## src/rtl/freq_counter.sv

```systemverilog
// Gated frequency counter. Counts rising edges of an asynchronous input over
// back-to-back gates of GATE_CYCLES clk_in cycles and publishes each count.
module freq_counter #(
  parameter int unsigned GATE_CYCLES = 32'd50_000_000,
  parameter int unsigned CNT_W       = 32
) (
  input  logic             clk_in,
  input  logic             rst_n,
  input  logic             enable,
  input  logic             sig_in,
  output logic [CNT_W-1:0] freq,
  output logic             freq_valid,
  output logic             ovf,
  output logic             gate
);

  localparam logic [31:0]      GATE_LAST = 32'(GATE_CYCLES - 1);
  localparam logic [CNT_W-1:0] CNT_MAX   = '1;

  typedef enum logic {IDLE, GATE} state_t;

  state_t           state, state_nxt;
  logic [2:0]       sync_pipe;   // [0],[1] synchronizer, [2] edge-detect history
  logic             sig_rise;
  logic [31:0]      gate_cnt, gate_cnt_nxt;
  logic [CNT_W-1:0] edge_cnt, edge_cnt_nxt, cnt_inc, freq_nxt;
  logic             sat, sat_nxt, sat_inc, ovf_nxt, fv_nxt;

  // Synchronize sig_in and keep one extra sample for rising-edge detection.
  always_ff @(posedge clk_in or negedge rst_n) begin
    if (!rst_n) sync_pipe <= '0;
    else        sync_pipe <= {sync_pipe[1:0], sig_in};
  end

  assign sig_rise = sync_pipe[1] & ~sync_pipe[2];
  assign gate     = (state == GATE);

  // Edge count including this cycle's edge; holds at max instead of wrapping.
  always_comb begin
    cnt_inc = edge_cnt + {{(CNT_W-1){1'b0}}, sig_rise};
    sat_inc = sat;
    if (sig_rise && (edge_cnt == CNT_MAX)) begin
      cnt_inc = edge_cnt;
      sat_inc = 1'b1;
    end
  end

  // State register.
  always_ff @(posedge clk_in or negedge rst_n) begin
    if (!rst_n) state <= IDLE;
    else        state <= state_nxt;
  end

  // Next-state, gate counting and result publication.
  always_comb begin
    state_nxt    = state;
    gate_cnt_nxt = gate_cnt;
    edge_cnt_nxt = edge_cnt;
    sat_nxt      = sat;
    freq_nxt     = freq;
    ovf_nxt      = ovf;
    fv_nxt       = 1'b0;
    case (state)
      IDLE: begin
        gate_cnt_nxt = '0;
        edge_cnt_nxt = '0;
        sat_nxt      = 1'b0;
        if (enable) state_nxt = GATE;
      end
      GATE: begin
        if (!enable) begin
          // Abort: partial count is discarded, last result stays visible.
          state_nxt    = IDLE;
          gate_cnt_nxt = '0;
          edge_cnt_nxt = '0;
          sat_nxt      = 1'b0;
        end else if (gate_cnt == GATE_LAST) begin
          // Close gate (its last edge included) and open the next one at once.
          freq_nxt     = cnt_inc;
          ovf_nxt      = sat_inc;
          fv_nxt       = 1'b1;
          gate_cnt_nxt = '0;
          edge_cnt_nxt = '0;
          sat_nxt      = 1'b0;
        end else begin
          gate_cnt_nxt = gate_cnt + 32'd1;
          edge_cnt_nxt = cnt_inc;
          sat_nxt      = sat_inc;
        end
      end
      default: state_nxt = IDLE;
    endcase
  end

  // Datapath registers.
  always_ff @(posedge clk_in or negedge rst_n) begin
    if (!rst_n) begin
      gate_cnt   <= '0;
      edge_cnt   <= '0;
      sat        <= 1'b0;
      freq       <= '0;
      ovf        <= 1'b0;
      freq_valid <= 1'b0;
    end else begin
      gate_cnt   <= gate_cnt_nxt;
      edge_cnt   <= edge_cnt_nxt;
      sat        <= sat_nxt;
      freq       <= freq_nxt;
      ovf        <= ovf_nxt;
      freq_valid <= fv_nxt;
    end
  end

endmodule

```

## config.mk

```make
export PLATFORM = sky130hd
export DESIGN_NAME = freq_counter
export DESIGN_NICKNAME = d
export VERILOG_FILES = /design/src/rtl/freq_counter.sv
export SDC_FILE = /design/constraint.sdc
export NUM_CORES = 1
export LEC_CHECK = 0
export CAP_MARGIN = 25
export CORE_ASPECT_RATIO = 1.2
export CORE_UTILIZATION = 30
export CTS_BUF_LIST = sky130_fd_sc_hd__clkbuf_8
export CTS_CLUSTER_SIZE = 30
export DETAILED_ROUTE_END_ITERATION = 12
export RECOVER_POWER = 25
export SLEW_MARGIN = 20
export SYNTH_ARGS = -nofsm -noshare
export SYNTH_HDL_FRONTEND = slang
export SYNTH_SLANG_ARGS = --single-unit
```

## constraint.sdc

```tcl
create_clock -name clk_in -period 2.2 [get_ports clk_in]
set_input_delay 0.22 -clock clk_in [delete_from_list [all_inputs] [get_ports clk_in]]
set_output_delay 0.22 -clock clk_in [all_outputs]
set_load 0.01 [all_outputs]
```

* Word level (Yosys, flattened, before mapping)
Cells that the tools add are included.
Word-level totals: flip-flop bits (word level) 103, bits of input ports 4, logic and storage cells 32
Cells by class: add/subtract/negate cells 2, eq/ne operators 2, mux-type cells 15, bitwise logic cells 3, reduce and logical (&&, ||, !) cells 2
Operator list (count):
- two-way mux 32 bit | 5
- case mux 32 bit (2 select lines) | 2
- adder 32 x 1 -> 32 bit | 1
- adder 32 x 1 -> 32 bit (second input constant) | 1
- equality test 32 x 26 -> 1 bit (second input constant) | 1
- equality test 32 bit (second input constant) | 1
- two-way mux 1 bit | 7
- AND reduction 3 bit | 1
- NOT 1 bit | 2
- case mux 1 bit (2 select lines) | 1
- bitwise AND 1 bit | 1
- logical AND 1 bit | 1

* Depth between registers and ports, before layout
depth after elaboration 7, depth in mapped cells 9, mapped depth without buffers 7

* Worst setup path after synthesis
Ideal clock, no wire load.
kind reg-to-reg, from register gate_cnt[0], to register freq[28], setup time 0.125 ns, data arrival time 2.227 ns, data required time 2.075 ns, slack -0.152 ns, stages on the path, launching flop included 10, path buffers 2, cell sequence dfrtp_1 ha_1 nand4_1 or4_1 or4_1 or2_4 buf_6 buf_6 nand2_1 o21ai_1
Between the ends: cells in the longest elaborated chain, start to end 2
RTL lines:
- start: declaration | RTL line 25 | logic [31:0] gate_cnt, gate_cnt_nxt;
- start signal: assignment | RTL line 105 | gate_cnt <= gate_cnt_nxt;
- equality test 32 x 26 -> 1 bit | RTL line 77 | end else if (gate_cnt == GATE_LAST) begin
- AND reduction 3 bit (no line)
- end signal: assignment | RTL line 108 | freq <= freq_nxt;
- end: declaration | RTL line 11 | output logic [CNT_W-1:0] freq,
Every way passes these cells. A chain may end at the register's enable or synchronous reset.

* Worst setup path after layout
from register gate_cnt[1], to register freq[1]
The elaborated chain is that of the path after synthesis.

==> results.md <==
* All-Layer GR Usage at a little over an eighth
* Crit path max fanout at 35
* Sw power at a little over 0.0007 W
* Leakage power at approximately 2.4 nW
* Rows at roughly 50
* Max-cap violations at 0
* Met2 wire length at about 5000 um
* Pwr per Cell Area at roughly 560 nW/um2
* Syn Inst Count at between 400 and 500
* GRT overflow at 0
* Detailed placement HPWL at 7220 um
* Biggest area consumer among synthesized cells: dfrtp_1
* Worst R2R Start: gate_cnt[1]
* WL final at around 10000 um
* Ys Warns at 0
* CTS tree: done
* Residual DRC count at 0
* Crit. path cell count at 8
* Seq. cell area at 2580 um2
* Unrepaired setup endpoints after global routing: true
* Run status: finished, violations left
* PortBufs at 38
* Chip width at roughly 120 um
* Largest net degree at the start of global routing at 49
* Top post-synthesis cells by count: dfrtp_1 (103), nor2_1 (73), nand2_1 (58)
* Antenna diode count at 0
* IO Count at 39
* Seq pwr share at between 50% and 60%
* Clock Power Share at approximately two fifths
* DR iter-0 viols at roughly 180
* Final Hold Viols at 0
* Int Pwr at 0.00256 W
* CTS H-tree lvls at 3
* Mapped Avg Cell Area at approximately 9.9 um2
* Placed Area at 5530 um2
* Cell Area, Synth at 4620 um2
* Die H at approximately 140 um
* Final period util at 101%
* Failing checks: setup timing
* # nets final at 550
* Final max-slew violation count at 0
* Synth top area cells: dfrtp_1 (56%), xor2_1 (7.4%), nor2_1 (5.9%)
* Count leader, synth: dfrtp_1
* Critical Path Max Stage Delay at around 430 ps
* Worst reg2reg path depth at 8
* Core Box Area at about 15000 um2
* Fin area at approximately 5800 um2
* Req. time, crit path at 2450 ps
* Post-synth cell types at 31
* Vias in the first global route at approximately 3600
* Tmin final at 2220 ps
* Drt wl/cell at around 13 um
* Maximum vdd drop at 0.000358 V
* Cell family with most CP delay: simple AND/OR/NAND/NOR gates
* Max layer used: met4
* Multi-input gate area at a little under 2000 um2
* Routed Antenna Nets at 0
* Gate power share at under 10%
* Total clock sinks at between 100 and 150
* Sequential area share after synthesis at 55.8%
* Final-report setup violation count at 4
* CTS root buf: clkbuf_8
* Max_slew headroom at approximately 48%
* Syn_nets at 475
* Clk_lat worst skew at 360 ps
* Sw Ratio at a little over a fifth
* Area Growth Syn to Fin at 25.6%
* Setup CP Type: flop to flop
* Initial antenna violation count at 0
* Clock slew at reported path FFs at 100 ps
* Startpoint Class: flop
* Met3 WL at 295 um
* Highest clock rate at around 450 MHz
* Die Area at around 16000 um2
* Reg2reg setup slack at -20 ps
* Crit path launch: gate_cnt[1]
* FILL cells at 1496
* Clk_skew at about 9.8 ps
* Critical path's slowest cell: or4_4
* Top-area cell type share of the netlist area at a little under three fifths
* Worst setup margin at -16.3 ps
* Arr. time, crit path at ~2500 ps
* Max Buffers Root-to-Sink at 2
* Reg2reg end: freq[1]
* Initial Util at 30.7%
* Share of post-route cells with drive strength above 1 at roughly 14%
* Vias per inst at between 4 and 5
* Buf/Inv on CP at 1
* Vias at approximately 3500
* Synth Flop Type: dfrtp_1
* RePlAce Congestion at 0.812
* #FFs+latches synth at ~100
* FFs w/ async S/R, synth at between 90% and 100%
* Worst hold-check path type: flop to flop
* TritonRoute pass-1 iters at 4
* Final Total Pwr at about 0.0033 W
* Number of buffers created by CTS at 9
* Least-Margin Pin Slew at approximately 800 ps
* Crit path to: freq[1]
* Crit end category: flop
* Critical path, cell by cell: ha_2 -> nand4_1 -> or4_1 -> or4_4 -> or2_4 -> buf_12 -> nand2_1 -> o31ai_2
* Post-synth EDFFs at 0
* First-pass GRT wire length at ~17000 um
* DRT met1 WL at ~4400 um
-- through the flow --
step / cells / setup slack (ps) / hold WS [ps] / utilization [%] / TNS, ps
finish: 751 / -16.3 / 360 / 38.6 / -32.5
global route: 751 / -160 / 367 / 38.6 / -10530
CTS: 749 / -34.4 / 276 / 38.4 / -531
detailed placement: 733 / -43.2 / 183 / 36.8 / -172
global placement: 733 / -11.9 / 184 / 36.8 / -69.9
floorplan: 468 / -18.2 / -75.6 / - / -314
-- routing by layer --
metal,vias to the layer above,global-route usage [%]
met5,-,0
met1,1704,15.2
li1,1744,-
met4,0,5.99
met2,57,24.5
met3,15,2.58
-- final cells by class --
| class | count | share of cell area (%) |
|---|---|---|
| Sequential cell | 103 | 44.4 |
| Multi-Input combinational cell | 341 | 33.6 |
| Timing Repair Buffer | 84 | 13.7 |
| Tap cell | 204 | 4.40 |
| Clock buffer | 9 | 2.14 |
| Clock inverter | 6 | 1.49 |
| Inverter | 4 | 0.259 |
-- sequential cells by signal (all words and copies together), names as in the netlist --
register,cells
freq,32
freq_valid,1
sat,1
sync_pipe,3
gate,1
ovf,1
gate_cnt,32
edge_cnt,32
-- what timing repair did --
| action | CTS | global route |
|---|---|---|
| setup endpoints to repair | 27 | 98 |
| cloned | 0 | 1 |
| buffers inserted | 0 | 1 |
| pin swaps | 0 | 0 |
| gates resized for setup | 4 | 8 |
| hold buffers | 1 | 0 |
| hold endpoints to repair | 31 | 0 |
-- cell families (layout without fill, tap and decap cells) --
group	count (synthesis)	after routing	share of synthesized area, %
buf+inv	24	103	2.85
xor+xnor	54	54	10.2
simple gates	235	235	24.2
fa+ha+maj	3	3	0.813
flops	103	103	55.8
compound gates	48	48	5.83
mux	1	1	0.217
-- worst min path at each step --
stage | from | to | slack (ps) | cells past startpoint
5_1_grt | sync_pipe[0] | sync_pipe[1] | 370 | 0
6_report | sync_pipe[0] | sync_pipe[1] | 360 | 0
3_3_place_gp | rst_n | freq[18] | 180 | 1
2_1_floorplan | rst_n | edge_cnt[0] | -80 | 0
3_5_place_dp | rst_n | freq[19] | 180 | 1
4_1_cts | sig_in | sync_pipe[0] | 280 | 1
-- power groups by stage --
stage / Combinational, W / Sequential [W] / Clock, W
floorplan: 0.0000241 / 0.00194 / 0
global placement: 0.0000925 / 0.00194 / 0
detailed placement: 0.0000942 / 0.00194 / 0
CTS: 0.0000959 / 0.00190 / 0.00132
global route: 0.000109 / 0.00190 / 0.00139
finish: 0.0000940 / 0.00190 / 0.00127
-- cell usage in the layout (no fill, tap or decap), types with 10 or more instances in the layout --
cell and count:
dfrtp_1 103, nor2_1 73, nand2_1 52, xor2_1 39
buf_4 38, clkdlybuf4s50_1 36, nand3_1 31, o21ai_1 27
nand4_1 22, xnor2_1 15, and3_1 12, nor3_1 10
Power figures use the tool's default switching activity.
